### src/rtl/obi_mgr_pkg.sv
// Shared types and helpers for the OBI manager: FSM states, access size codes,
// and the byte-enable and misalignment rules used by the lane logic.
package obi_mgr_pkg;

  typedef enum logic [2:0] {
    ST_IDLE  = 3'd0,
    ST_ADDR  = 3'd1,
    ST_RESP  = 3'd2,
    ST_ERR   = 3'd3,
    ST_DRAIN = 3'd4
  } state_e;

  localparam logic [1:0] SIZE_BYTE = 2'd0;
  localparam logic [1:0] SIZE_HALF = 2'd1;
  localparam logic [1:0] SIZE_WORD = 2'd2;

  function automatic logic [3:0] be_for_size(input logic [1:0] size, input logic [1:0] off);
    case (size)
      SIZE_BYTE: be_for_size = 4'b0001 << off;
      SIZE_HALF: be_for_size = 4'b0011 << off;
      SIZE_WORD: be_for_size = 4'b1111;
      default:   be_for_size = 4'b0000;
    endcase
  endfunction

  // Size code 3 has no meaning on the bus, so it is reported like a misaligned access.
  function automatic logic is_misaligned(input logic [1:0] size, input logic [1:0] off);
    case (size)
      SIZE_BYTE: is_misaligned = 1'b0;
      SIZE_HALF: is_misaligned = off[0];
      SIZE_WORD: is_misaligned = (off != 2'd0);
      default:   is_misaligned = 1'b1;
    endcase
  endfunction

endpackage

### src/rtl/obi_lane_align.sv
// Combinational lane steering for a 32-bit OBI manager: byte enables and shifted
// write data on the request side, lane extraction and sign/zero extension on reads.
module obi_lane_align
  import obi_mgr_pkg::*;
(
  input  logic [1:0]  wr_size_i,
  input  logic [1:0]  wr_off_i,
  input  logic [31:0] wr_data_i,
  output logic [3:0]  be_o,
  output logic [31:0] wdata_o,
  input  logic [1:0]  rd_size_i,
  input  logic [1:0]  rd_off_i,
  input  logic        rd_signed_i,
  input  logic [31:0] rd_data_i,
  output logic [31:0] rd_data_o
);

  logic [31:0] rd_shift;

  assign be_o     = be_for_size(wr_size_i, wr_off_i);
  assign wdata_o  = wr_data_i << {wr_off_i, 3'b000};
  assign rd_shift = rd_data_i >> {rd_off_i, 3'b000};

  always_comb begin
    rd_data_o = rd_shift;
    case (rd_size_i)
      SIZE_BYTE: rd_data_o = {{24{rd_signed_i & rd_shift[7]}}, rd_shift[7:0]};
      SIZE_HALF: rd_data_o = {{16{rd_signed_i & rd_shift[15]}}, rd_shift[15:0]};
      default:   rd_data_o = rd_shift;
    endcase
  end

endmodule

### src/rtl/obi_master_be.sv
// OBI 1.x manager with byte-enable generation, one outstanding transaction.
// Optional R-channel timeout with drain of the late response: define OBI_MGR_TIMEOUT_EN.
//
// state | meaning
// IDLE  | ready for a controller request
// ADDR  | obi_req_o high, A-channel held until grant
// RESP  | waiting for rvalid (rready high)
// ERR   | misaligned/illegal request, error pulse this cycle
// DRAIN | timed out, swallowing the late rvalid
module obi_master_be
  import obi_mgr_pkg::*;
#(
  parameter int ADDR_WIDTH     = 32,
  parameter int DATA_WIDTH     = 32,
  parameter int TIMEOUT_CYCLES = 256
) (
  input  logic                    clk_i,
  input  logic                    reset_i,
  input  logic                    ctrl_valid_i,
  output logic                    ctrl_ready_o,
  input  logic [ADDR_WIDTH-1:0]   ctrl_addr_i,
  input  logic                    ctrl_we_i,
  input  logic [1:0]              ctrl_size_i,
  input  logic                    ctrl_signed_i,
  input  logic [DATA_WIDTH-1:0]   ctrl_wdata_i,
  output logic                    ctrl_rsp_valid_o,
  output logic [DATA_WIDTH-1:0]   ctrl_rdata_o,
  output logic                    ctrl_err_o,
  output logic                    obi_req_o,
  input  logic                    obi_gnt_i,
  output logic [ADDR_WIDTH-1:0]   obi_addr_o,
  output logic                    obi_we_o,
  output logic [DATA_WIDTH/8-1:0] obi_be_o,
  output logic [DATA_WIDTH-1:0]   obi_wdata_o,
  input  logic                    obi_rvalid_i,
  output logic                    obi_rready_o,
  input  logic [DATA_WIDTH-1:0]   obi_rdata_i,
  input  logic                    obi_err_i
);

  state_e state_q, state_d;

  logic [ADDR_WIDTH-1:2] addr_q;
  logic                  we_q;
  logic                  signed_q;
  logic [1:0]            size_q;
  logic [1:0]            off_q;
  logic [3:0]            be_q;
  logic [31:0]           wdata_q;
  logic                  rsp_valid_q;
  logic                  rsp_err_q;
  logic [31:0]           rsp_rdata_q;

  logic [3:0]  be_w;
  logic [31:0] wdata_w;
  logic [31:0] rdata_ext;
  logic        accept;
  logic        timeout_hit;
  logic        rsp_fire;

  assign accept   = ctrl_valid_i & ctrl_ready_o;
  assign rsp_fire = (state_q == ST_RESP) & (obi_rvalid_i | timeout_hit);

  obi_lane_align u_align (
    .wr_size_i   (ctrl_size_i),
    .wr_off_i    (ctrl_addr_i[1:0]),
    .wr_data_i   (ctrl_wdata_i),
    .be_o        (be_w),
    .wdata_o     (wdata_w),
    .rd_size_i   (size_q),
    .rd_off_i    (off_q),
    .rd_signed_i (signed_q),
    .rd_data_i   (obi_rdata_i),
    .rd_data_o   (rdata_ext)
  );

`ifdef OBI_MGR_TIMEOUT_EN
  localparam int CNT_W = $clog2(TIMEOUT_CYCLES + 1);
  logic [CNT_W-1:0] tmo_cnt_q;

  // Loaded on grant so the first RESP cycle already counts toward the limit.
  always_ff @(posedge clk_i or posedge reset_i) begin
    if (reset_i) begin
      tmo_cnt_q <= '0;
    end else if (state_q == ST_ADDR && obi_gnt_i) begin
      tmo_cnt_q <= CNT_W'(TIMEOUT_CYCLES - 1);
    end else if (state_q == ST_RESP && tmo_cnt_q != '0) begin
      tmo_cnt_q <= tmo_cnt_q - 1'b1;
    end
  end

  assign timeout_hit = (state_q == ST_RESP) & ~obi_rvalid_i & (tmo_cnt_q == '0);
`else
  assign timeout_hit = 1'b0;
`endif

  always_ff @(posedge clk_i or posedge reset_i) begin
    if (reset_i) state_q <= ST_IDLE;
    else         state_q <= state_d;
  end

  always_comb begin
    state_d = state_q;
    case (state_q)
      ST_IDLE: if (accept) state_d = is_misaligned(ctrl_size_i, ctrl_addr_i[1:0]) ? ST_ERR : ST_ADDR;
      ST_ADDR: if (obi_gnt_i) state_d = ST_RESP;
      ST_RESP: begin
        if (obi_rvalid_i) state_d = ST_IDLE;
`ifdef OBI_MGR_TIMEOUT_EN
        else if (timeout_hit) state_d = ST_DRAIN;
`endif
      end
      ST_ERR: state_d = ST_IDLE;
`ifdef OBI_MGR_TIMEOUT_EN
      ST_DRAIN: if (obi_rvalid_i) state_d = ST_IDLE;
`endif
      default: state_d = ST_IDLE;
    endcase
  end

  always_comb begin
    ctrl_ready_o     = 1'b0;
    obi_req_o        = 1'b0;
    obi_rready_o     = 1'b0;
    ctrl_rsp_valid_o = rsp_valid_q;
    ctrl_err_o       = rsp_err_q;
    ctrl_rdata_o     = rsp_rdata_q;
    case (state_q)
      ST_IDLE:  ctrl_ready_o = 1'b1;
      ST_ADDR:  obi_req_o    = 1'b1;
      ST_RESP:  obi_rready_o = 1'b1;
      ST_DRAIN: obi_rready_o = 1'b1;
      ST_ERR: begin
        ctrl_rsp_valid_o = 1'b1;
        ctrl_err_o       = 1'b1;
        ctrl_rdata_o     = '0;
      end
      default: ;
    endcase
  end

  always_ff @(posedge clk_i or posedge reset_i) begin
    if (reset_i) begin
      addr_q      <= '0;
      we_q        <= 1'b0;
      signed_q    <= 1'b0;
      size_q      <= 2'd0;
      off_q       <= 2'd0;
      be_q        <= 4'd0;
      wdata_q     <= 32'd0;
      rsp_valid_q <= 1'b0;
      rsp_err_q   <= 1'b0;
      rsp_rdata_q <= 32'd0;
    end else begin
      if (accept) begin
        addr_q   <= ctrl_addr_i[ADDR_WIDTH-1:2];
        we_q     <= ctrl_we_i;
        signed_q <= ctrl_signed_i;
        size_q   <= ctrl_size_i;
        off_q    <= ctrl_addr_i[1:0];
        be_q     <= be_w;
        wdata_q  <= wdata_w;
      end
      rsp_valid_q <= rsp_fire;
      rsp_err_q   <= rsp_fire & (obi_rvalid_i ? obi_err_i : 1'b1);
      rsp_rdata_q <= (rsp_fire & obi_rvalid_i & ~we_q) ? rdata_ext : 32'd0;
    end
  end

  assign obi_addr_o  = {addr_q, 2'b00};
  assign obi_we_o    = we_q;
  assign obi_be_o    = be_q;
  assign obi_wdata_o = wdata_q;

endmodule

### config.mk
export PLATFORM = sky130hd
export DESIGN_NAME = obi_master_be
export DESIGN_NICKNAME = d
export VERILOG_FILES = /design/src/rtl/obi_mgr_pkg.sv /design/src/rtl/obi_lane_align.sv /design/src/rtl/obi_master_be.sv
export SDC_FILE = /design/constraint.sdc
export NUM_CORES = 1
export LEC_CHECK = 0
export ABC_AREA = 1
export BUFFER_PORTS_ARGS = -buffer_cell sky130_fd_sc_hd__clkbuf_2
export CAP_MARGIN = 20
export CORE_MARGIN = 4
export CORE_UTILIZATION = 45
export DETAILED_ROUTE_END_ITERATION = 8
export GPL_TIMING_DRIVEN = 0
export MAX_ROUTING_LAYER = met4
export PLACE_DENSITY = 0.73
export SLEW_MARGIN = 5
export SYNTH_ARGS = -nofsm -noshare
export SYNTH_HDL_FRONTEND = slang
export SYNTH_SLANG_ARGS = --single-unit
### constraint.sdc
create_clock -name clk_i -period 9.7 [get_ports clk_i]
set_clock_uncertainty 0.15 [all_clocks]
set_input_delay 0.97 -clock clk_i [delete_from_list [all_inputs] [get_ports clk_i]]
set_output_delay 0.97 -clock clk_i [all_outputs]
set_load 0.01 [all_outputs]
==> impl_metrics.env <==
export IMPL_p_per_area_nw_per_um2=290
export IMPL_ctsHoldBuffers=0
export IMPL_overflow=0
export IMPL_worst_setup_path_type="flip-flop to primary output"
export IMPL_wl_mm=15.4
export IMPL_syn_area_per_cell_sq_um=8.06
export IMPL_cts_buffer_depth=2
export IMPL_cts_sinks=108
export IMPL_grt_pass1_vias=5076
export IMPL_setup_viol=0
export IMPL_clkPwrFrac_pct=18.8
export IMPL_root_buffer="clkbuf_16"
export IMPL_crit_path_start_kind="flip-flop"
export IMPL_drt_pass1_iter_count=7
export IMPL_global_route_usage_total_pct=23.0
export IMPL_drcViolationCount=0
export IMPL_fillCellCount=1086
export IMPL_row_count=39
export IMPL_rsz0062_at_grt="no"
export IMPL_fin_crit_sh_pct=29.7
export IMPL_cts_tree="done"
export IMPL_netlist_cell_type_count=29
export IMPL_coreArea_sq_um=11600
export IMPL_antenna_found_initial=0
export IMPL_drtAntennaViolNets=0
export IMPL_vias_per_cell=4.97
export IMPL_p_seq_share_pct=35.3
export IMPL_finalPower_uw=2030
export IMPL_post_cts_buffers=0
export IMPL_grt_pass1_wl_mm=25.3
export IMPL_synthesis_area_sq_um=5420
export IMPL_period_minus_slack_ns=2.88
export IMPL_h_tree_depth=3
export IMPL_final_setup_tns_ns=0
export IMPL_path_max_fanout=10
export IMPL_hpwlAfterDp_mm=11.7
export IMPL_die_area_sq_um=13900
export IMPL_fin_nets=1000
export IMPL_start_util_pct=46.6
export IMPL_die_h_um=118
export IMPL_layout_setup_ws_ns=6.82
export IMPL_synthToLayoutAreaGrowth_pct=29.1
export IMPL_vias=5175
export IMPL_rr_worst_depth=8
export IMPL_io_pins=212
export IMPL_yosysWarnings=0
export IMPL_hold_viol_final=0
export IMPL_cp_data_required_time_ns=8.58
export IMPL_synth_yosys_seq_area_share_pct=49.9
export IMPL_fmax_mhz=347
export IMPL_cts_buffers=9
export IMPL_netSwitchingPower_uw=853
export IMPL_outcome="finished, final reports clean"
export IMPL_clock_latency_ns=0.35
export IMPL_ys_ff_latch=108
export IMPL_drt_first_iter_violations=353
export IMPL_crit_start="state_q[0]"
export IMPL_min_from="addr_q[7]"
export IMPL_cp_data_arrival_time_ns=1.76
export IMPL_place_congestion=0.901
export IMPL_leakage_uw=0.00381
export IMPL_ctsResizeCount=0
export IMPL_hold_path_class="flip-flop to flip-flop"
export IMPL_worstHoldPathCells=2
export IMPL_finalMaxSlewViolations=0
export IMPL_internal_power_uw=1170
export IMPL_worst_setup_path_end_kind="primary output"
export IMPL_n_antenna_cell=0
export IMPL_synth_cells=672
export IMPL_path_clk_slew_ns=0.07
export IMPL_switching_share_pct=42.1
export IMPL_pwr_share_comb_pct=45.9
export IMPL_wire_per_inst_um=14.8
export IMPL_io_buffers=209
export IMPL_grt_start_max_net_pins=80
export IMPL_r2r_start="off_q[1]"
export IMPL_drive_gt1_share_pct=34.1
export IMPL_dp_slack_ns=7.15
export IMPL_maxCapViolations=0
export IMPL_die_w_um=118
export IMPL_irDropWorstVdd_uv=172
-- synth_stat cells, drive strengths merged --
| cell | n | share of area [%] |
|---|---|---|
| a31oi | 1 | 0.12 |
| nand2 | 226 | 16 |
| nor2 | 61 | 5.8 |
| nor3 | 7 | 0.65 |
| clkbuf | 8 | 0.55 |
| nand3 | 25 | 2.7 |
| buf | 32 | 3.8 |
| conb | 1 | 0.069 |
| mux2i | 7 | 1.3 |
| or2 | 12 | 1.4 |
| a21oi | 22 | 2.0 |
| dfrtp | 108 | 50 |
| o21ai | 73 | 6.7 |
| inv | 67 | 4.8 |
| o211ai | 22 | 3.9 |
-- placed cells by master, fill, tap and decap left out, types with 6 or more instances in the layout --
cell type and count:
nand2_1 221, clkbuf_2 209, dfrtp_1 108, inv_1 59
o21ai_0 53, nor2_1 45, a21oi_1 22, nand3_1 22
o21ai_1 20, buf_2 17, o211ai_1 13, or2_2 12
nor2_2 10, o211ai_2 9, clkbuf_16 9, clkbuf_1 8
nor3_1 7, mux2i_1 7, inv_2 6, buf_6 6
-- path summary, 6_finish.rpt --
kind / endpoint / slack [ns]
worst max-delay path: ctrl_rdata_o[19] / 6.82
worst min-delay path: addr_q[7] / 0.33
worst max register to register: rsp_rdata_q[28] / 8.03
worst min register to register: addr_q[7] / 0.33
max in group asynchronous: rsp_rdata_q[0] / 8.28
min in group asynchronous: rsp_rdata_q[18] / 0.43
-- area by class of cell --
cell class              count  area (sq um)  share of cell area [%]
clock inverters             6          75.1                    1.07
flip-flops and latches    108          2700                    38.6
inverters                  67           264                    3.78
plain buffers              40           235                    3.36
well taps                 143           179                    2.56
multi-input cells         458          2220                    31.8
repair buffers            210          1070                    15.4
clock buffers              10           239                    3.42
-- per-layer routing --
metal	track usage (%)	vias up	wire, um
li1	-	2556	-
met1	29.5	2356	6340
met2	36.7	238	7430
met3	5.53	25	1360
met4	6.59	0	288
met5	-	-	0
-- metrics by stage --
step                cells  utilization, %  hold slack (ns)  area, sq um
finish               1042            60.2            0.331         6990
detailed placement   1026            57.5            0.315         6680
global placement     1025            57.2            0.313         6650
CTS                  1042            60.2            0.334         6990
global route         1042            60.2            0.351         6990
floorplan             673               -            0.324         5420
-- kinds of logic (layout without fill, tap and decap cells) --
family                 Yosys count  in the layout  synth area share (%)
AO/OA/AOI/OAI                  118            118                  12.8
AND/OR/NAND/NOR                331            331                  26.9
buffers and inverters          107            333                  9.12
multiplexers                     7              7                  1.29
other                            1              2                0.0692
flip-flops                     108            108                  49.9
-- critical path, stage by stage (launching register included) --
cell,delay (ns)
dfrtp_1,0.49
nand2_1,0.08
inv_1,0.23
buf_1,0.37
nor2_1,0.10
clkbuf_2,0.14
-- sequential cells by signal, summed over array words and instances (netlist names) --
register and count:
state_q 2, obi_we_o 1, obi_be_o 4, addr_q 30, obi_wdata_o 32, rsp_err_q 1
rsp_valid_q 1, rsp_rdata_q 32, size_q 2, off_q 2, signed_q 1
-- power groups by stage --
| stage | registers (uW) | clock network, uW | logic, uW |
|---|---|---|---|
| 2_1_floorplan | 771 | 0 | 537 |
| 3_3_place_gp | 719 | 0 | 919 |
| 3_5_place_dp | 718 | 0 | 936 |
| 4_1_cts | 714 | 388 | 940 |
| 5_1_grt | 736 | 406 | 1040 |
| 6_report | 715 | 382 | 931 |
Note: power is estimated with default switching activity, not from simulation.
